<file path="src/rtl/btn_conditioner.sv">
// Push-button front end: two-flop synchroniser, per-channel debounce, level plus press/release strobes.
// Define BTN_AUTOREPEAT_EN to add auto-repeat press strobes while a button stays held.
module btn_conditioner #(
    parameter int BTN_NUM         = 3,
    parameter int DEBOUNCE_CYCLES = 1000000,
    parameter int CNT_W           = 20,
    parameter int REPEAT_DELAY    = 50000000,
    parameter int REPEAT_PERIOD   = 20000000
) (
    input  logic               clk100_i,
    input  logic               rst_i,
    input  logic [BTN_NUM-1:0] btn_n_i,
    output logic [BTN_NUM-1:0] level_o,
    output logic [BTN_NUM-1:0] press_o,
    output logic [BTN_NUM-1:0] release_o
);

    localparam logic [CNT_W-1:0] CNT_LAST = CNT_W'(DEBOUNCE_CYCLES - 1);

    if (DEBOUNCE_CYCLES < 2 || longint'(DEBOUNCE_CYCLES) > ((longint'(1) << CNT_W) - 1))
    begin : g_bad_debounce
        $error("btn_conditioner: DEBOUNCE_CYCLES out of range for CNT_W");
    end
    if (REPEAT_PERIOD < 1 || REPEAT_PERIOD > REPEAT_DELAY || longint'(REPEAT_DELAY) > (longint'(1) << 27))
    begin : g_bad_repeat
        $error("btn_conditioner: REPEAT_DELAY/REPEAT_PERIOD out of range");
    end

    logic [BTN_NUM-1:0] sync1;
    logic [BTN_NUM-1:0] raw;
    logic [BTN_NUM-1:0] level_q;
    logic [BTN_NUM-1:0] press_q;
    logic [BTN_NUM-1:0] release_q;
    logic [BTN_NUM-1:0] accept;
    logic [BTN_NUM-1:0] rep_fire;
    logic [CNT_W-1:0]   cnt [BTN_NUM];

    // Inversion happens at the first flop so everything downstream is active-high.
    always_ff @(posedge clk100_i) begin
        if (rst_i) begin
            sync1 <= '0;
            raw   <= '0;
        end else begin
            sync1 <= ~btn_n_i;
            raw   <= sync1;
        end
    end

    always_comb begin
        accept = '0;
        for (int unsigned k = 0; k < BTN_NUM; k++) begin
            accept[k] = (raw[k] != level_q[k]) && (cnt[k] == CNT_LAST);
        end
    end

    always_ff @(posedge clk100_i) begin
        for (int unsigned k = 0; k < BTN_NUM; k++) begin
            if (rst_i || (raw[k] == level_q[k]) || accept[k]) begin
                cnt[k] <= '0;
            end else begin
                cnt[k] <= cnt[k] + CNT_W'(1);
            end
        end
    end

    // Strobes are registered on the same edge that flips the level.
    always_ff @(posedge clk100_i) begin
        if (rst_i) begin
            level_q   <= '0;
            press_q   <= '0;
            release_q <= '0;
        end else begin
            level_q   <= level_q ^ accept;
            press_q   <= (accept & raw) | rep_fire;
            release_q <= accept & ~raw;
        end
    end

`ifdef BTN_AUTOREPEAT_EN
    localparam logic [26:0] REP_LAST   = 27'(REPEAT_DELAY - 1);
    localparam logic [26:0] REP_RELOAD = 27'(REPEAT_DELAY - REPEAT_PERIOD);

    logic [26:0] rep [BTN_NUM];

    // A repeat is suppressed on the edge a release is accepted so strobes never overlap.
    always_comb begin
        rep_fire = '0;
        for (int unsigned k = 0; k < BTN_NUM; k++) begin
            rep_fire[k] = level_q[k] && !accept[k] && (rep[k] == REP_LAST);
        end
    end

    always_ff @(posedge clk100_i) begin
        for (int unsigned k = 0; k < BTN_NUM; k++) begin
            if (rst_i || !level_q[k]) begin
                rep[k] <= '0;
            end else if (rep_fire[k]) begin
                rep[k] <= REP_RELOAD;
            end else begin
                rep[k] <= rep[k] + 27'(1);
            end
        end
    end
`else
    assign rep_fire = '0;
`endif

    assign level_o   = level_q;
    assign press_o   = press_q;
    assign release_o = release_q;

endmodule

</file>
<file path="config.mk">
export PLATFORM = sky130hd
export DESIGN_NAME = btn_conditioner
export DESIGN_NICKNAME = d
export VERILOG_FILES = /design/src/rtl/btn_conditioner.sv
export SDC_FILE = /design/constraint.sdc
export NUM_CORES = 1
export LEC_CHECK = 0
export CAP_MARGIN = 20
export CORE_MARGIN = 1.5
export CORE_UTILIZATION = 29
export DETAILED_ROUTE_END_ITERATION = 10
export GPL_ROUTABILITY_DRIVEN = 0
export PLACE_DENSITY_LB_ADDON = 0.3
export SYNTH_ARGS = -nofsm -noshare
export SYNTH_HDL_FRONTEND = slang
export SYNTH_SLANG_ARGS = --single-unit
</file>
<file path="constraint.sdc">
create_clock -name clk100_i -period 1.9 [get_ports clk100_i]
set_input_delay 0.57 -clock clk100_i [delete_from_list [all_inputs] [get_ports clk100_i]]
set_output_delay 0.57 -clock clk100_i [all_outputs]
set_load 0.05 [all_outputs]
</file>
# After elaboration in Yosys (flattened, before gate mapping)
# Memories as Yosys holds them, arrays and structs flattened.
# Cells that the tools add are included.
# W data, S select, Z words.
word_totals:
  n_memories: 1
  input_bits: 5
  register_bits: 15
  out_inout_bits: 9
  ram_bits: 60
memory_table:
  columns: ["memory", "depth", "width", "rd", "rd_ports_with_merged_regs", "write_ports", "line", "source"]
  rows:
  - ["cnt", 3, 20, 3, 0, 3, "36", "logic [CNT_W-1:0] cnt [BTN_NUM];"]
op_classes:
  n_addsub: 3
  eq_ne: 9
  reduce_logical: 9
  bitwise: 8
  n_mux: 12
ops:
  columns: ["op", "count"]
  rows:
  - ["$add A20 B1 Y20 const B", 3]
  - ["$eq A20 B20 Y1 const B", 3]
  - ["$mux W20", 3]
  - ["$mux W1", 9]
  - ["$and A3 B3 Y3", 2]
  - ["$logic_or A1 B1 Y1", 6]
  - ["$not A3 Y3", 2]
  - ["$eq A1 B1 Y1", 3]
  - ["$logic_and A1 B1 Y1", 3]
  - ["$ne A1 B1 Y1", 3]
  - ["$or A1 B1 Y1", 3]
  - ["$xor A3 B3 Y3", 1]

# Depth between registers and ports, before layout
# An unclocked memory read counts as a cell.
depth:
  ltp_word: 7
  ltp_mapped: 7

# Least setup slack after synthesis
# OpenSTA, ideal clock, no wires.
synth_path:
  path_kind: "register to register"
  from: "memory cnt[0][0]"
  to: "memory cnt[0][14]"
  t_arrival_ns: 1.892
  slack_ns: -0.107
  stages_incl_launch_ff: 7
  path_buffers: 1
  synth_period_minus_slack_ns: 2.007
  required_ns: 1.785
  cell_sequence: "dfxtp_1 -> ha_1 -> nand3_1 -> or4_1 -> o21ai_2 -> buf_4 -> nor2_1"
synth_lines:
  columns: ["item", "line"]
  rows:
  - ["start, declared", "36"]

==> flow_summary.yaml <==
die:
  chipWidth_um: 108
  ioPinCount: 14
  core_area_sq_um: 10500
  start_util: 0.303
  fp-row-count: 37
  dieArea_sq_um: 11600
  dieHeight_um: 108
power_and_ir_drop:
  pwr_density_cell_nw_per_um2: 691
  cellInternalPower_uw: 2210
  p_leak_uw: 0.00133
  p_switching_uw: 620
  vdd_ir_drop_max_mv: 0.370
  combPwrFrac: 0.018
  switching_share: 0.219
  clkPwrFrac: 0.424
  pwr-share-seq: 0.558
placed_design:
  dp.final_hpwl_um: 4620
  place_area_sq_um: 3880
  pre_cts_slack_ns: -0.0461
  io_buffer_count: 13
  dp.cells: 549
sta:
  setup_ws_ns: 0.000515
  worstMarginPinSlew_ns: 0.427
  drv_slew: 0
  setup_viol: 0
  period_minus_slack_ns: 1.90
  rsz0062_at_grt: "true"
  hold_violations: 0
  slew_headroom: 0.713
  fmax_mhz: 526
  fin_crit_sh: 1.00
  skew_ns: 0.0122
cells_and_area:
  fin_area_sq_um: 4100
  area_growth_syn_to_layout_pct: 29.6
  final_nets: 432
  num_antenna_cells: 0
  layout_commonest_cell: "dfxtp_1"
  drive_above_1_share: 0.238
  final_cell_count_no_fill: 565
  mostFrequentLayoutCells: "dfxtp_1 (71), nor2_1 (60), buf_4 (59), xnor2_1 (35)"
  final.fill_count: 1065
  post-route-util: 0.392
job:
  cap_violations: 0
worst_setup_path:
  path_common_cell: "or4_4"
  startpoint_type: "flop"
  crit_chain: "or4_4 > or4_4 > o21a_1 > o21ba_2"
  crit_arrival_ns: 2.15
  slowest_stage: "or4_4"
  cp-end-kind: "flop"
  cpLargestDelayFamily: "simple AND/OR/NAND/NOR gates"
  max_stage_delay_ns: 0.58
  critical_path_buf_inv_count: 0
  worstPathMaxFanout: 3
  required_ns: 2.15
  crit_type: "flop to flop"
outcome:
  status: "finished clean"
yosys:
  netlist_instances: 352
  ys_seq_area_frac: 0.474
  synth_nets: 360
  ys.warnings.count: 0
  synth_seq_cells: 75
  synth-main-ff-cell: "dfxtp_1"
  synth-edff-count: 0
  synth_cell_types: 38
  syn_area_sq_um: 3170
  async_flop_share: 0
  synth_area_per_cell_sq_um: 9.00
global_route:
  grt_usage: 0.121
  grt_overflow_total: 0
  grt_pass1_vias: 2473
  grt_first_pass_wirelength_um: 11000
  grt_max_degree: 20
  antenna_found_initial: 0
route:
  ant_nets: 0
  wl_per_cell_um: 11.3
  wl_um: 6390
  viasPerCell: 4.60
  drt_pre_antenna_iters: 4
  drt_iter0_drc: 82
  drc: 0
  via_count: 2600
clock_network:
  cts.sinks: 75
  post_cts_buffers: 0
  h-tree-depth: 3
  clk_latency_ns: 0.35
  cts_buffer_depth: 2
  clkTransAtPathRegs_ns: 0.09
  cts_buffers: 9
  root_buffer: "clkbuf_8"
  cts_tree: "done"
worst_hold_path:
  min_path_type: "flop to flop"
## registers in the layout, indices dropped and copies added (netlist names), named ones only
register	flops
release_o	3
cnt	60
press_o	3
raw	3
sync1	3
## layer usage
metal | track usage | up-vias | wire length (um)
li1 | - | 1375 | -
met1 | 0.149 | 1190 | 3200
met2 | 0.197 | 29 | 2890
met3 | 0.0442 | 6 | 247
met4 | 0.0357 | 0 | 52
met5 | 0 | - | 0
## repair_timing
item / 4_1_cts / 5_1_grt
setup endpoints to repair: 38 / 59
gates resized for setup: 3 / 5
pin swaps: 1 / 0
hold buffers: 0 / 0
## path summary, 6_finish.rpt
kind / start / to / slack [ns] / cells past startpoint
worst max-delay path: cnt[1][15] / flop / 0.0005 / 4
worst max register to register: cnt[1][15] / flop / 0.0005 / 4
worst min register to register: sync1[1] / raw[1] / 0.44 / 1
worst min-delay path: sync1[1] / raw[1] / 0.44 / 1
## synthesized netlist by cell type (all sizes together), types with 3 or more instances
cell | n | area (sq um)
nor2b | 3 | 18.8
and3 | 4 | 25.0
nand2 | 14 | 52.6
nor4 | 13 | 81.3
xor2 | 11 | 96.3
buf | 4 | 31.3
ha | 3 | 37.5
inv | 17 | 63.8
nand4 | 17 | 106
nor3 | 15 | 75.1
xnor2 | 35 | 307
nor2 | 60 | 225
nand3 | 17 | 85.1
dfxtp | 75 | 1500
or3 | 6 | 37.5
or4 | 9 | 67.6
a31o | 3 | 26.3
o21ai | 10 | 65.1
or4b | 4 | 40.0
a21oi | 12 | 60.1
## worst register-to-register path, stage by stage, from the launching register on
cell and delay, ns:
dfxtp_2 0.33, or4_4 0.51, or4_4 0.58, o21a_1 0.19, o21ba_2 0.20
## power groups by stage
| stage | clock [uW] | combinational, uW | sequential (uW) |
|---|---|---|---|
| final | 1200 | 50.8 | 1580 |
| after global routing | 1320 | 56.0 | 1580 |
| after CTS | 1240 | 51.7 | 1580 |
| after detailed placement | 0 | 51.3 | 1620 |
| after global placement | 0 | 51.0 | 1620 |
| after floorplan | 0 | 24.7 | 1620 |
## stage by stage
step	power (uW)	hold WS, ns	setup TNS (ns)
2_1_floorplan	1640	0.414	-1.04
4_1_cts	2880	0.441	0
6_report	2830	0.436	0
3_3_place_gp	1670	0.421	-0.495
3_5_place_dp	1670	0.428	-0.826
5_1_grt	2960	0.454	-1.25
## cell type report
type / instances / area (sq um) / share of cell area
Clock buffer: 10 / 128 / 0.0311
Clock inverter: 6 / 65.1 / 0.0159
Inverter: 17 / 63.8 / 0.0156
Multi-Input combinational cell: 254 / 1610 / 0.392
Sequential cell: 75 / 1510 / 0.367
Tap cell: 136 / 170 / 0.0415
Timing Repair Buffer: 67 / 563 / 0.137
## logic make-up after synthesis
logic type | after synthesis | synth area share
compound gates | 31 | 0.0672
xor+xnor | 46 | 0.127
fa+ha+maj | 3 | 0.0119
buf+inv | 23 | 0.0324
flops | 75 | 0.474
simple gates | 174 | 0.287
Note: power is estimated with default switching activity, not from simulation.
